$ cat src/rtl/alu_arbiter_if.sv
// -----------------------------------------------------------------------------
// alu_arbiter_if
// Bundles the signals around the shared ALU arbiter:
//   - two requester channels (reqN_valid/ready, reqN_op1/op2/ctrl)
//   - two response channels (rspN_valid/ready, rspN_result/zero/err)
//   - the ALU side (alu_input1/2, alu_control out; alu_result/alu_zero in)
// Modports:
//   slave  : the arbiter itself
//   master : everything around it (requesters, response consumers, the ALU)
// -----------------------------------------------------------------------------
interface alu_arbiter_if #(
  parameter int WIDTH  = 64,
  parameter int CTRL_W = 4
);
  logic              req0_valid, req1_valid;
  logic              req0_ready, req1_ready;
  logic [WIDTH-1:0]  req0_op1, req1_op1;
  logic [WIDTH-1:0]  req0_op2, req1_op2;
  logic [CTRL_W-1:0] req0_ctrl, req1_ctrl;

  logic [WIDTH-1:0]  alu_input1, alu_input2;
  logic [CTRL_W-1:0] alu_control;
  logic [WIDTH-1:0]  alu_result;
  logic              alu_zero;

  logic              rsp0_valid, rsp1_valid;
  logic              rsp0_ready, rsp1_ready;
  logic [WIDTH-1:0]  rsp0_result, rsp1_result;
  logic              rsp0_zero, rsp1_zero;
  logic              rsp0_err, rsp1_err;

  modport slave (
    input  req0_valid, req1_valid, req0_op1, req1_op1, req0_op2, req1_op2,
           req0_ctrl, req1_ctrl, alu_result, alu_zero, rsp0_ready, rsp1_ready,
    output req0_ready, req1_ready, alu_input1, alu_input2, alu_control,
           rsp0_valid, rsp1_valid, rsp0_result, rsp1_result,
           rsp0_zero, rsp1_zero, rsp0_err, rsp1_err
  );

  modport master (
    output req0_valid, req1_valid, req0_op1, req1_op1, req0_op2, req1_op2,
           req0_ctrl, req1_ctrl, alu_result, alu_zero, rsp0_ready, rsp1_ready,
    input  req0_ready, req1_ready, alu_input1, alu_input2, alu_control,
           rsp0_valid, rsp1_valid, rsp0_result, rsp1_result,
           rsp0_zero, rsp1_zero, rsp0_err, rsp1_err
  );
endinterface

$ cat src/rtl/alu_arbiter.sv
// -----------------------------------------------------------------------------
// alu_arbiter
// Shares one combinational ALU between two requesters. A round-robin arbiter
// accepts one operation in IDLE, drives the latched operands to the ALU for a
// single EXEC cycle, then presents the registered result/zero/err on the
// owning requester's response channel (RESP) until it is consumed.
// Ports:
//   clk   : clock, all state on rising edge
//   rst_n : asynchronous active-low reset
//   bus   : alu_arbiter_if.slave (request, response and ALU signals)
// WIDTH/CTRL_W must match the parameters of the connected interface.
// -----------------------------------------------------------------------------
module alu_arbiter #(
  parameter int WIDTH  = 64,
  parameter int CTRL_W = 4
) (
  input  logic         clk,
  input  logic         rst_n,
  alu_arbiter_if.slave bus
);

  typedef enum logic [1:0] {IDLE, EXEC, RESP} state_t;

  state_t            state_q;
  logic              last_grant_q;   // requester served most recently
  logic              owner_q;        // requester owning the in-flight op
  logic [WIDTH-1:0]  alu_in1_q, alu_in2_q;
  logic [CTRL_W-1:0] alu_ctrl_q;
  logic [1:0]        rsp_valid_q, rsp_zero_q, rsp_err_q;
  logic [WIDTH-1:0]  rsp_result_q [2];

  logic grant;
  logic req0_ready, req1_ready, accept;
  logic ctrl_illegal;
  logic owner_rsp_ready;

  // NOTE: every signal assigned in always_comb gets a default first, so no
  // path leaves it unassigned and no latch is inferred.
  always_comb begin
    grant = bus.req1_valid;          // lone requester wins
    if (bus.req0_valid && bus.req1_valid) begin
      grant = ~last_grant_q;         // contention: the one not served last
    end
    // Ready is gated by rst_n so nothing is accepted while reset is held.
    req0_ready = rst_n && (state_q == IDLE) && bus.req0_valid && !grant;
    req1_ready = rst_n && (state_q == IDLE) && bus.req1_valid &&  grant;
    accept     = req0_ready || req1_ready;
  end

  // Legal codes are 0..8 and 13; checked on the latched control the ALU sees.
  assign ctrl_illegal = (alu_ctrl_q > CTRL_W'(8)) && (alu_ctrl_q != CTRL_W'(13));
  assign owner_rsp_ready = owner_q ? bus.rsp1_ready : bus.rsp0_ready;

  // NOTE: sequential state uses non-blocking assignments only, so every
  // register samples pre-edge values regardless of statement order.
  always_ff @(posedge clk or negedge rst_n) begin
    if (!rst_n) begin
      state_q      <= IDLE;
      last_grant_q <= 1'b1;          // makes requester 0 win the first contention
      owner_q      <= 1'b0;
      alu_in1_q    <= '0;
      alu_in2_q    <= '0;
      alu_ctrl_q   <= '0;
      rsp_valid_q  <= '0;
      rsp_zero_q   <= '0;
      rsp_err_q    <= '0;
      // NOTE: the result pair is two ordinary registers, not a RAM, so it is
      // reset like any other register to give defined outputs out of reset.
      for (int i = 0; i < 2; i++) rsp_result_q[i] <= '0;
    end else begin
      case (state_q)
        IDLE: begin
          if (accept) begin
            alu_in1_q  <= grant ? bus.req1_op1  : bus.req0_op1;
            alu_in2_q  <= grant ? bus.req1_op2  : bus.req0_op2;
            alu_ctrl_q <= grant ? bus.req1_ctrl : bus.req0_ctrl;
            owner_q    <= grant;
            state_q    <= EXEC;
          end
        end
        EXEC: begin
          // Illegal codes return a clean zero result rather than ALU garbage.
          rsp_result_q[owner_q] <= ctrl_illegal ? '0 : bus.alu_result;
          rsp_zero_q[owner_q]   <= ctrl_illegal | bus.alu_zero;
          rsp_err_q[owner_q]    <= ctrl_illegal;
          rsp_valid_q[owner_q]  <= 1'b1;
          state_q               <= RESP;
        end
        RESP: begin
          if (owner_rsp_ready) begin
            rsp_valid_q[owner_q] <= 1'b0;
            last_grant_q         <= owner_q;
            state_q              <= IDLE;
          end
        end
        default: state_q <= IDLE;
      endcase
    end
  end

  assign bus.req0_ready  = req0_ready;
  assign bus.req1_ready  = req1_ready;
  assign bus.alu_input1  = alu_in1_q;
  assign bus.alu_input2  = alu_in2_q;
  assign bus.alu_control = alu_ctrl_q;
  assign bus.rsp0_valid  = rsp_valid_q[0];
  assign bus.rsp1_valid  = rsp_valid_q[1];
  assign bus.rsp0_result = rsp_result_q[0];
  assign bus.rsp1_result = rsp_result_q[1];
  assign bus.rsp0_zero   = rsp_zero_q[0];
  assign bus.rsp1_zero   = rsp_zero_q[1];
  assign bus.rsp0_err    = rsp_err_q[0];
  assign bus.rsp1_err    = rsp_err_q[1];

endmodule

$ cat src/flat_wrapper.sv
// flat-port wrapper written by rule: the top's interface ports become plain ports
module alu_arbiter_flat 
#(
  parameter int WIDTH  = 64,
  parameter int CTRL_W = 4
)
  (clk, rst_n, bus_req0_valid, bus_req1_valid, bus_req0_op1, bus_req1_op1, bus_req0_op2, bus_req1_op2, bus_req0_ctrl, bus_req1_ctrl, bus_alu_result, bus_alu_zero, bus_rsp0_ready, bus_rsp1_ready, bus_req0_ready, bus_req1_ready, bus_alu_input1, bus_alu_input2, bus_alu_control, bus_rsp0_valid, bus_rsp1_valid, bus_rsp0_result, bus_rsp1_result, bus_rsp0_zero, bus_rsp1_zero, bus_rsp0_err, bus_rsp1_err);
  alu_arbiter_if #(.WIDTH(WIDTH), .CTRL_W(CTRL_W)) bus_i ();
  input  logic clk;
  input  logic rst_n;
  input wire logic [$bits(bus_i.req0_valid)-1:0] bus_req0_valid;
  input wire logic [$bits(bus_i.req1_valid)-1:0] bus_req1_valid;
  input wire logic [$bits(bus_i.req0_op1)-1:0] bus_req0_op1;
  input wire logic [$bits(bus_i.req1_op1)-1:0] bus_req1_op1;
  input wire logic [$bits(bus_i.req0_op2)-1:0] bus_req0_op2;
  input wire logic [$bits(bus_i.req1_op2)-1:0] bus_req1_op2;
  input wire logic [$bits(bus_i.req0_ctrl)-1:0] bus_req0_ctrl;
  input wire logic [$bits(bus_i.req1_ctrl)-1:0] bus_req1_ctrl;
  input wire logic [$bits(bus_i.alu_result)-1:0] bus_alu_result;
  input wire logic [$bits(bus_i.alu_zero)-1:0] bus_alu_zero;
  input wire logic [$bits(bus_i.rsp0_ready)-1:0] bus_rsp0_ready;
  input wire logic [$bits(bus_i.rsp1_ready)-1:0] bus_rsp1_ready;
  output wire logic [$bits(bus_i.req0_ready)-1:0] bus_req0_ready;
  output wire logic [$bits(bus_i.req1_ready)-1:0] bus_req1_ready;
  output wire logic [$bits(bus_i.alu_input1)-1:0] bus_alu_input1;
  output wire logic [$bits(bus_i.alu_input2)-1:0] bus_alu_input2;
  output wire logic [$bits(bus_i.alu_control)-1:0] bus_alu_control;
  output wire logic [$bits(bus_i.rsp0_valid)-1:0] bus_rsp0_valid;
  output wire logic [$bits(bus_i.rsp1_valid)-1:0] bus_rsp1_valid;
  output wire logic [$bits(bus_i.rsp0_result)-1:0] bus_rsp0_result;
  output wire logic [$bits(bus_i.rsp1_result)-1:0] bus_rsp1_result;
  output wire logic [$bits(bus_i.rsp0_zero)-1:0] bus_rsp0_zero;
  output wire logic [$bits(bus_i.rsp1_zero)-1:0] bus_rsp1_zero;
  output wire logic [$bits(bus_i.rsp0_err)-1:0] bus_rsp0_err;
  output wire logic [$bits(bus_i.rsp1_err)-1:0] bus_rsp1_err;
  assign bus_i.req0_valid = bus_req0_valid;
  assign bus_i.req1_valid = bus_req1_valid;
  assign bus_i.req0_op1 = bus_req0_op1;
  assign bus_i.req1_op1 = bus_req1_op1;
  assign bus_i.req0_op2 = bus_req0_op2;
  assign bus_i.req1_op2 = bus_req1_op2;
  assign bus_i.req0_ctrl = bus_req0_ctrl;
  assign bus_i.req1_ctrl = bus_req1_ctrl;
  assign bus_i.alu_result = bus_alu_result;
  assign bus_i.alu_zero = bus_alu_zero;
  assign bus_i.rsp0_ready = bus_rsp0_ready;
  assign bus_i.rsp1_ready = bus_rsp1_ready;
  assign bus_req0_ready = bus_i.req0_ready;
  assign bus_req1_ready = bus_i.req1_ready;
  assign bus_alu_input1 = bus_i.alu_input1;
  assign bus_alu_input2 = bus_i.alu_input2;
  assign bus_alu_control = bus_i.alu_control;
  assign bus_rsp0_valid = bus_i.rsp0_valid;
  assign bus_rsp1_valid = bus_i.rsp1_valid;
  assign bus_rsp0_result = bus_i.rsp0_result;
  assign bus_rsp1_result = bus_i.rsp1_result;
  assign bus_rsp0_zero = bus_i.rsp0_zero;
  assign bus_rsp1_zero = bus_i.rsp1_zero;
  assign bus_rsp0_err = bus_i.rsp0_err;
  assign bus_rsp1_err = bus_i.rsp1_err;
  alu_arbiter #(.WIDTH(WIDTH), .CTRL_W(CTRL_W)) u_core (.clk(clk), .rst_n(rst_n), .bus(bus_i));
endmodule
$ cat config.mk
export PLATFORM = sky130hd
export DESIGN_NAME = alu_arbiter_flat
export DESIGN_NICKNAME = d
export VERILOG_FILES = /design/src/rtl/alu_arbiter_if.sv /design/src/rtl/alu_arbiter.sv /design/src/flat_wrapper.sv
export SDC_FILE = /design/constraint.sdc
export NUM_CORES = 1
export LEC_CHECK = 0
export CAP_MARGIN = 20
export CORE_AREA = 2 2 236 238
export CTS_BUF_LIST = sky130_fd_sc_hd__clkbuf_16
export CTS_CLUSTER_SIZE = 28
export DETAILED_ROUTE_END_ITERATION = 16
export DIE_AREA = 0 0 238 240
export GPL_TIMING_DRIVEN = 0
export PLACE_DENSITY = 0.49
export SYNTH_ARGS = -nofsm -noshare
export SYNTH_HDL_FRONTEND = slang
export SYNTH_SLANG_ARGS = --single-unit
$ cat constraint.sdc
create_clock -name clk -period 2.4 [get_ports clk]
set_input_delay 0.48 -clock clk [delete_from_list [all_inputs] [get_ports clk]]
set_output_delay 0.48 -clock clk [all_outputs]
set_load 0.02 [all_outputs]
==> impl_results.md, run 1 <==
- Storage cell area: slightly below 7000 sq um
- Via/cell ratio: 4.64
- Max Cap Violations: 0
- CP Max Fanout: 10
- CP Cell Sequence: buf_4 > or3b_4 > nor3_4 > buf_6
- RSZ-0062 raised after global routing: false
- Syn Nets: between 1000 and 1500
- Slowest stage delay, CP: between 0.4 and 0.5 ns
- Total Neg Setup Slack: 0 ns
- Die extent in x: 238 um
- CTS tree: done
- Final setup viols: 0
- Initial antenna violation count: 17
- First-pass GRT wire length: about 79 mm
- Post-Route Utilization: 0.358
- Placer Congestion: between 0.8 and 0.9
- Multi-input gate area: 4200 sq um
- Top delay family on crit path: simple AND/OR/NAND/NOR gates
- Starting Density: 0.210
- Failing checks: negative hold slack
- Initial DRT Pass Iterations: 5
- Setup WS pre-CTS: -0.761 ns
- FFs w/ async S/R, synth: 1.00
- Slew Viols, Final: 0
- Crit path buffers/inverters: 2
- WL/cell: approximately 22 um
- Routed WL: between 50 and 60 mm
- Full die area: about 57000 sq um
- Die H: approximately 240 um
- Startpoint Class: flop
- Max Clock Skew: 0.0236 ns
- Total number of vias: approximately 11000
- Worst setup margin: between 0.08 and 0.09 ns
- Final std cells w/o fill: ~2500
- Clk root buf: clkbuf_16
- Grt total ovfl: 0
- Slowest-stage cell, CP: or3b_4
- GRT Overall Usage: 0.184
- Slew headroom: 0.590
- Worst Hold Slack: -0.139 ns
- Seq/Total Area, Yosys: 0.589
- Dpl cells: 2386
- Post-route ant nets: 0
- Bufs on Longest Clock Path: 3
- Clk_lat worst skew: about 0.54 ns
- Critical path class: flop to primary output
- CP Capture Type: primary output
- Largest net degree at the start of global routing: between 100 and 150
- Distinct cells, synth: 32
- Detailed-placement wirelength estimate: 42.4 mm
- IO Port Bufs: roughly 600
- Synth Warn #: 0
- Pwr dens: 1280 nW/um^2
- CTS Buf Count: 36
- Cell area after synthesis: ~11000 sq um
- Area of the core: between 50000 and 60000 sq um
- Avg Synthesized Cell Area: between 10 and 15 sq um
- Worst Path Required: approximately 1.9 ns
- Iteration-0 DRC Markers: between 500 and 600
- Clock transition at path regs: approximately 0.050 ns
- Hold WC Path Type: input pin to async pin
- Overall Power: around 25000 uW
- Ys flop type: dfrtp_1
- Worst EP arrival: between 1.5 and 2 ns
- Tmin final: between 2 and 2.5 ns
- Total I/O pin count: ~600
- DRC: 0
- Number of core rows: 86
- Leakage power: 0.00758 uW
- Final Cycle Share: 0.964
- Area grow syn2layout: 70.5%
- Final Hold Fails: 80
- Num Clock Sinks: between 200 and 300
- Status: finished with violations
- Gate Count Post-Synth: ~1100
- Layout cell share with drive strength beyond 1: 0.0621
- H-tree levels: 2
- Nets: approximately 2100
- Layout fillers: roughly 5500
- Vias in the first global route: between 10000 and 15000
- #FFs+latches synth: between 200 and 300
- Slew @ Worst Pin: between 0.6 and 0.7 ns
- Worst VDD drop: 0.644 mV
- F_max: about 0.43 GHz
- Post-synth EDFFs: 0
-- path summary, 6_finish.rpt --
check	startpoint	end	slack, ns	cells after the start
max in group asynchronous	rst_n	u_core.bus.alu_input2[49]$_DFFE_PN0P_	1.59	2
max reg2reg	u_core.bus.alu_control[0]$_DFFE_PN0P_	u_core.bus.rsp0_result[15]$_DFFE_PN0P_	0.26	5
max	u_core.state_q[0]$_DFFE_PN0P_	bus_req0_ready	0.09	4
min	rst_n	u_core.bus.rsp0_result[39]$_DFFE_PN0P_	-0.14	1
min reg2reg	u_core.bus.rsp0_result[42]$_DFFE_PN0P_	u_core.bus.rsp0_result[42]$_DFFE_PN0P_	0.48	2
min in group clk	u_core.bus.rsp0_result[42]$_DFFE_PN0P_	u_core.bus.rsp0_result[42]$_DFFE_PN0P_	0.48	2
-- layer usage --
layer  wire length [um]  GRT usage
met1              20500      0.200
met2              26700      0.318
met3               5230     0.0722
met4               1930     0.0799
met5                 75          0
-- layout make-up --
cell class | instances | share of cell area
sequential | 270 | 0.345
timing repair buffer | 605 | 0.312
multi-input combinational | 687 | 0.215
clock buffer | 36 | 0.0460
tap | 704 | 0.0450
buffer | 114 | 0.0276
clock inverter | 25 | 0.00831
antenna | 7 | 0.000895
inverter | 3 | 0.000575
-- where the power goes --
group	switching [uW]	internal (uW)
Sequential	1170	6540
Combinational	6740	5630
Clock	2090	2840
Total	9990	15000
-- layout by cell type (no fill, tap or decap), drive strengths merged, types with 2 or more instances in the layout --
master | Yosys | layout
clkdlybuf4s50 | 0 | 599
dfrtp | 269 | 269
nand2 | 257 | 257
o32ai | 132 | 132
a2bb2oi | 132 | 132
o21ai | 129 | 129
clkbuf | 68 | 102
buf | 50 | 54
clkinv | 0 | 18
nor2 | 8 | 8
inv | 3 | 8
diode | 0 | 7
a21oi | 5 | 5
nor2b | 3 | 3
nand3b | 3 | 3
mux2 | 2 | 2
nand2b | 2 | 2
o31a | 2 | 2
or3b | 2 | 2
-- synth_stat cells (all sizes together), types with 3 or more instances --
library cell	instances	area (sq um)
nand3b	3	22.5
a2bb2oi	132	1160
clkbuf	68	255
dfrtp	269	6730
nor2	8	37.5
buf	50	280
nor2b	3	18.8
o21ai	129	646
inv	3	11.3
nand2	257	965
a21oi	5	25.0
o32ai	132	1160
-- logic make-up (layout without fill, tap and decap cells) --
family,Yosys count,after routing,synth area share
xor+xnor,1,1,0.000763
compound gates,403,403,0.264
simple gates,280,280,0.0966
other cells,0,7,0
buf+inv,121,783,0.0476
flops,270,270,0.589
mux,3,3,0.00283
-- flip-flops by register name, indices dropped and copies added, names as in the netlist, named ones only --
register and cells:
u_core.bus.alu_input1 64, u_core.bus.alu_input2 64, u_core.bus.rsp0_result 64, u_core.bus.rsp1_result 64
u_core.bus.alu_control 4, u_core.rsp_err_q 2, u_core.rsp_zero_q 2, u_core.state_q 2
u_core.last_grant_q 1, u_core.owner_q 1
-- metrics by stage --
step                      hold slack, ns  area, sq um
after CTS                         -0.135        19500
final                             -0.139        19600
after global placement             0.461        18400
after global routing              -0.106        19600
after detailed placement           0.469        18400
after floorplan                    0.184        11500
-- what timing repair did --
action	4_1_cts	5_1_grt
endpoints found under the hold margin	80	80
buffers inserted	0	1
pin swaps	1	2
setup endpoints to repair	58	68
gates cloned	0	0
gates resized for setup	24	14
Power figures use the tool's default switching activity.
==> inputs of run 2 (changes only) <==
--- a/config.mk
+++ b/config.mk
@@ -6,13 +6,15 @@
 export NUM_CORES = 1
 export LEC_CHECK = 0
 export CAP_MARGIN = 20
-export CORE_AREA = 2 2 236 238
+export CELL_PAD_IN_SITES_DETAIL_PLACEMENT = 0
+export CELL_PAD_IN_SITES_GLOBAL_PLACEMENT = 1
+export CORE_AREA = 2 2 233 235
 export CTS_BUF_LIST = sky130_fd_sc_hd__clkbuf_16
 export CTS_CLUSTER_SIZE = 28
 export DETAILED_ROUTE_END_ITERATION = 16
-export DIE_AREA = 0 0 238 240
+export DIE_AREA = 0 0 235 237
 export GPL_TIMING_DRIVEN = 0
-export PLACE_DENSITY = 0.49
+export PLACE_DENSITY = 0.64
 export SYNTH_ARGS = -nofsm -noshare
 export SYNTH_HDL_FRONTEND = slang
 export SYNTH_SLANG_ARGS = --single-unit
==> run 2 against run 1 <==
  * The run now ends clean
  * Setup slack worse by 0.00064 ns
  * Register-to-register slack worse by 0.06 ns
  * Utilization up 1.3 points
  * Critical endpoint unchanged
  * Routed wire length up 5.0%
  * Largest power group unchanged
  * Clock skew down 0.016 ns
  * Sequential power about the same
  * Worst hold slack better by 0.17 ns
  * Critical path depth unchanged
  * Clock power up 6.9%
==> impl_results.md, run 2 (same netlist as run 1, synthesis figures left out) <==
- Final setup viols: 0
- Setup WS pre-CTS: -1.13 ns
- Max Clock Skew: between 0.007 and 0.008 ns
- Commonest non-fill, non-tap cell in the layout: clkdlybuf4s50_1
- Slew headroom: 0.465
- Die H: ~240 um
- CTS tree: done
- P_int: around 15000 uW
- Post-CTS Setup Bufs: 0
- First-pass GRT wire length: a little over 80 mm
- Routed WL: roughly 57 mm
- Clk root buf: clkbuf_16
- Starting Density: 0.215
- WL/cell: about 23 um
- M3 GR Usage: 0.0762
- Overall Power: 25400 uW
- Sw Ratio: 0.394
- Reg power frac: 0.303
- Startpoint Class: flop
- Area of the core: between 50000 and 60000 sq um
- R2R cell count: 6
- Iteration-0 DRC Markers: between 400 and 500
- Total Neg Setup Slack: 0 ns
- Met2 Resource Use GR: 0.351
- Initial DRT Pass Iterations: 5
- Number of core rows: 85
- F_max: around 0.43 GHz
- Tmin final: 2.31 ns
- Area grow syn2layout: 72.3%
- Total I/O pin count: around 600
- Via/cell ratio: 4.68
- Max Cap Violations: 0
- Slew Viols, Final: 0
- CP Capture Type: primary output
- Worst EP arrival: 1.83 ns
- Leakage power: between 0.007 and 0.008 uW
- Placer Congestion: about 0.9
- Worst VDD drop: 0.637 mV
- Hold WC Path Type: input pin to async pin
- Grt total ovfl: 0
- Pwr dens: between 1000 and 1500 nW/um^2
- CTS Buf Count: 35
- Clock transition at path regs: 0.06 ns
- Commonest cells after routing, fill and taps aside: clkdlybuf4s50_1 (599), dfrtp_1 (269), nand2_1 (257), o32ai_1 (132), a2bb2oi_1 (132)
- CP endpoint: bus_req0_ready
- GRT Overall Usage: 0.199
- Die extent in x: roughly 240 um
- Worst setup margin: ~0.087 ns
- IO Port Bufs: ~600
- Final Cycle Share: 0.964
- Final std cells w/o fill: about 2400
- Initial antenna violation count: 16
- Final Hold Fails: 0
- Design area: about 20000 sq um
- FF-to-FF setup slack: roughly 0.2 ns
- Dpl cells: ~2400
- Vias in the first global route: 11912
- Slew @ Worst Pin: around 0.80 ns
- Full die area: about 56000 sq um
- Clk_lat worst skew: between 0.5 and 0.6 ns
- CP Max Fanout: 10
- DRC: 0
- GR Layer Usage met1: 0.223
- Largest net degree at the start of global routing: 110
- H-tree levels: 2
- P_sw: approximately 10000 uW
- Total number of vias: approximately 11000
- Status: completed
- Layout cell share with drive strength beyond 1: 0.0607
- RSZ-0062 raised after global routing: false
- Worst R2R Start: u_core.last_grant_q$_DFFE_PN1P_
- RR Endpoint: u_core.bus.alu_input1[51]$_DFFE_PN0P_
- Bufs on Longest Clock Path: 3
- Post-route ant nets: 0
- Part of the power in combinational logic: 0.489
- Post-Place Cell Area: around 18000 sq um
- Setup crit start: u_core.state_q[0]$_DFFE_PN0P_
- Nets: a little over 2000
- Worst Path Required: 1.92 ns
- Critical path class: flop to primary output
- Busiest grt layer: met2
- Clock Power Share: 0.207
- Detailed-placement wirelength estimate: roughly 44 mm
- Num Clock Sinks: 270
[run 2: cell type report]
cell class	instances	area, sq um
clock inverter	23	199
clock buffer	37	926
multi-input combinational	687	4200
inverter	3	11.3
fill	5313	33500
buffer	115	544
timing repair buffer	610	6260
sequential	270	6760
antenna	4	10.0
tap	696	871
[run 2: power by group through the flow]
stage | registers (uW) | logic (uW) | clock network, uW
global route | 7980 | 13300 | 5610
CTS | 7730 | 12600 | 5430
finish | 7710 | 12400 | 5270
floorplan | 10000 | 3550 | 0
global placement | 7730 | 12500 | 0
detailed placement | 7760 | 12500 | 0
[run 2: what timing repair did]
action | 4_1_cts | 5_1_grt
setup endpoints to repair | 108 | 72
hold endpoints to repair | 95 | 0
gates cloned | 2 | 0
pin swaps | 1 | 1
resized for setup | 21 | 15
hold buffers | 4 | 0
[run 2: worst min path at each step]
stage | from | endpoint | cells after the start | slack (ns)
final | rst_n | u_core.bus.rsp1_result[42]$_DFFE_PN0P_ | 2 | 0.03
after global routing | rst_n | u_core.bus.rsp1_result[50]$_DFFE_PN0P_ | 2 | 0.03
after CTS | rst_n | u_core.bus.rsp1_result[49]$_DFFE_PN0P_ | 2 | 0.008
after detailed placement | u_core.bus.rsp1_result[36]$_DFFE_PN0P_ | u_core.bus.rsp1_result[36]$_DFFE_PN0P_ | 2 | 0.47
after global placement | u_core.bus.rsp1_result[36]$_DFFE_PN0P_ | u_core.bus.rsp1_result[36]$_DFFE_PN0P_ | 2 | 0.46
after floorplan | rst_n | async pin | 0 | 0.18
[run 2: layer usage]
| metal | vias up | share of wire |
|---|---|---|
| met2 | 449 | 0.50 |
| met1 | 5612 | 0.38 |
| met3 | 85 | 0.091 |
| li1 | 5301 | - |
| met5 | - | 0.00086 |
| met4 | 6 | 0.024 |
[run 2: stage by stage]
step / hold WS (ns) / util
global route: 0.0286 / 0.371
detailed placement: 0.470 / 0.346
floorplan: 0.184 / -
CTS: 0.00830 / 0.371
finish: 0.0286 / 0.371
global placement: 0.461 / 0.345
[run 2: critical path: stages (launching register included)]
cell and delay, ns:
dfrtp_1 0.37, buf_6 0.14, or3b_4 0.45, nor3_4 0.18, buf_6 0.16
==> inputs of run 3 (changes only) <==
--- a/config.mk
+++ b/config.mk
@@ -13,8 +13,9 @@
 export CTS_CLUSTER_SIZE = 28
 export DETAILED_ROUTE_END_ITERATION = 16
 export DIE_AREA = 0 0 235 237
+export DONT_BUFFER_PORTS = 1
 export GPL_TIMING_DRIVEN = 0
-export PLACE_DENSITY = 0.64
+export PLACE_DENSITY = 0.44
 export SYNTH_ARGS = -nofsm -noshare
 export SYNTH_HDL_FRONTEND = slang
 export SYNTH_SLANG_ARGS = --single-unit
==> run 3 against run 2 <==
  * Power down 18%
  * Count of clock-buffer cells in the layout down 1
  * Final cell count decreased by 25%
  * Maximum frequency increased by 0.66%
  * Combinational power down 61%
  * Sequential power is 41% higher
  * Register-to-register slack lost 0.02 ns
  * Die area stayed put
  * The run now ends with negative hold slack left
  * Routed wire length down 12%
  * Clock power is 3% lower
  * Critical path type unchanged
==> impl_results.md, run 3 (same netlist as run 1, synthesis figures left out) <==
- RSZ-0062 raised after global routing: false
- CTS tree: done
- Final setup viols: 0
- Routed WL: 50.2 mm
- Iteration-0 DRC Markers: 409
- Area grow syn2layout: 17.8%
- WL/cell: between 20 and 30 um
- Commonest cells after routing, fill and taps aside: dfrtp_1 (269), nand2_1 (257), o32ai_1 (132), a2bb2oi_1 (132), o21ai_0 (129)
- Slew headroom: 0.461
- GRT Overall Usage: 0.172
- Via/cell ratio: 4.96
- CP Cell Sequence: buf_4 > or3b_4 > nor3_4 > buf_6
- Grt total ovfl: 0
- Slowest-stage cell, CP: or3b_4
- Area of the core: 53300 sq um
- Total I/O pin count: 603
- Vias in the first global route: approximately 9100
- Clock transition at path regs: 0.05 ns
- Max Cap Violations: 0
- Starting Density: 0.215
- Tmin final: roughly 2.3 ns
- Worst EP arrival: between 1.5 and 2 ns
- Clk root buf: clkbuf_16
- Slew Viols, Final: 0
- Worst VDD drop: 0.539 mV
- Post-CTS Setup Bufs: 0
- DRC: 0
- Status: finished with violations
- Full die area: roughly 56000 sq um
- Total number of vias: between 9000 and 10000
- Worst Hold Slack: -0.361 ns
- Hold WC Path Type: input pin to async pin
- Number of core rows: 85
- Clk_lat worst skew: between 0.5 and 0.6 ns
- Initial DRT Pass Iterations: 4
- CTS Buf Count: 35
- First-pass GRT wire length: slightly above 70 mm
- Slew @ Worst Pin: between 0.8 and 0.9 ns
- Final Cycle Share: 0.958
- Post-Place Cell Area: approximately 12000 sq um
- Pwr dens: approximately 1500 nW/um^2
- Leakage power: 0.00525 uW
- Num Clock Sinks: 270
- Placer Congestion: just over 0.8
- Failing checks: negative hold slack
- Max Clock Skew: 0.0183 ns
- Largest net degree at the start of global routing: between 200 and 300
- H-tree levels: 2
- Slowest stage delay, CP: between 0.4 and 0.5 ns
- Commonest non-fill, non-tap cell in the layout: dfrtp_1
- Die H: ~240 um
- Critical path class: flop to primary output
- Total Neg Setup Slack: 0 ns
- Detailed-placement wirelength estimate: about 38 mm
- Final Hold Fails: 270
- Nets: around 1500
- Bufs on Longest Clock Path: 3
- Post-route ant nets: 0
- Post-Route Utilization: 0.254
- CP Max Fanout: 10
- Design area: 13500 sq um
- F_max: around 0.44 GHz
- CP Capture Type: primary output
- Worst Path Required: 1.92 ns
- Layout cell share with drive strength beyond 1: 0.0852
- Startpoint Class: flop
- Initial antenna violation count: 12
- Die extent in x: 235 um
- IO Port Bufs: 0
run 3: cell count changes in the layout (fill, tap and decap cells not counted), sizes merged:
cell / change
clkdlybuf4s50: -599
clkbuf: -2
bufinv: -1
inv: +6
diode: +5
bufbuf: -2
buf: -5
clkinv: -3
run 3: final timing paths:
check | startpoint | slack, ns | endpoint | cells after the start
worst max-delay path | u_core.state_q[0]$_DFFE_PN0P_ | 0.10 | bus_req0_ready | 4
worst min-delay path | rst_n | -0.36 | u_core.bus.rsp1_result[26]$_DFFE_PN0P_ | 0
worst max register to register | u_core.state_q[0]$_DFFE_PN0P_ | 0.18 | u_core.bus.alu_input2[0]$_DFFE_PN0P_ | 7
worst min register to register | u_core.last_grant_q$_DFFE_PN1P_ | 0.56 | u_core.last_grant_q$_DFFE_PN1P_ | 2
max in group asynchronous | rst_n | 2.33 | u_core.bus.alu_input1[16]$_DFFE_PN0P_ | 0
min in group clk | bus_alu_result[40] | 0.07 | u_core.bus.rsp1_result[40]$_DFFE_PN0P_ | 2
run 3: power by group:
part / total (uW) / internal, uW / switching, uW
clock network: 5110 / 3030 / 2080
logic: 4830 / 1980 / 2850
registers: 10900 / 6510 / 4360
run 3: cell type report:
type	instances	area (sq um)
Fill cell	5703	39800
Inverter	3	11.3
Buffer	117	552
Clock inverter	25	196
Antenna cell	9	22.5
Clock buffer	36	901
Tap cell	696	871
Sequential cell	270	6760
Multi-Input combinational cell	687	4200
Timing Repair Buffer	1	11.3
run 3: routing by layer:
layer / up-vias / GRT usage / part of all wire
met2: 441 / 0.288 / 0.50
met3: 63 / 0.0888 / 0.12
li1: 4102 / - / -
met5: - / 0 / 0.00054
met1: 4535 / 0.187 / 0.36
met4: 4 / 0.0612 / 0.027
run 3: what timing repair did:
action / CTS / global route
pin swaps: 2 / 0
hold endpoints to repair: 270 / 270
setup endpoints to repair: 100 / 15
resized for setup: 14 / 6
run 3: worst max-delay path: cells and delay by family, from the launching register on:
family	cells	cell delay [ns]
buf+inv	2	0.32
simple gates	2	0.59
flops	1	0.35
run 3: stage by stage:
step | cells | setup WS [ns] | total power (uW)
detailed placement | 1775 | -0.361 | 15900
floorplan | 1078 | 0.500 | 13600
CTS | 1835 | 0.0120 | 21200
finish | 1844 | 0.102 | 20800
global placement | 1774 | -0.432 | 15900
global route | 1842 | 0.00874 | 22100
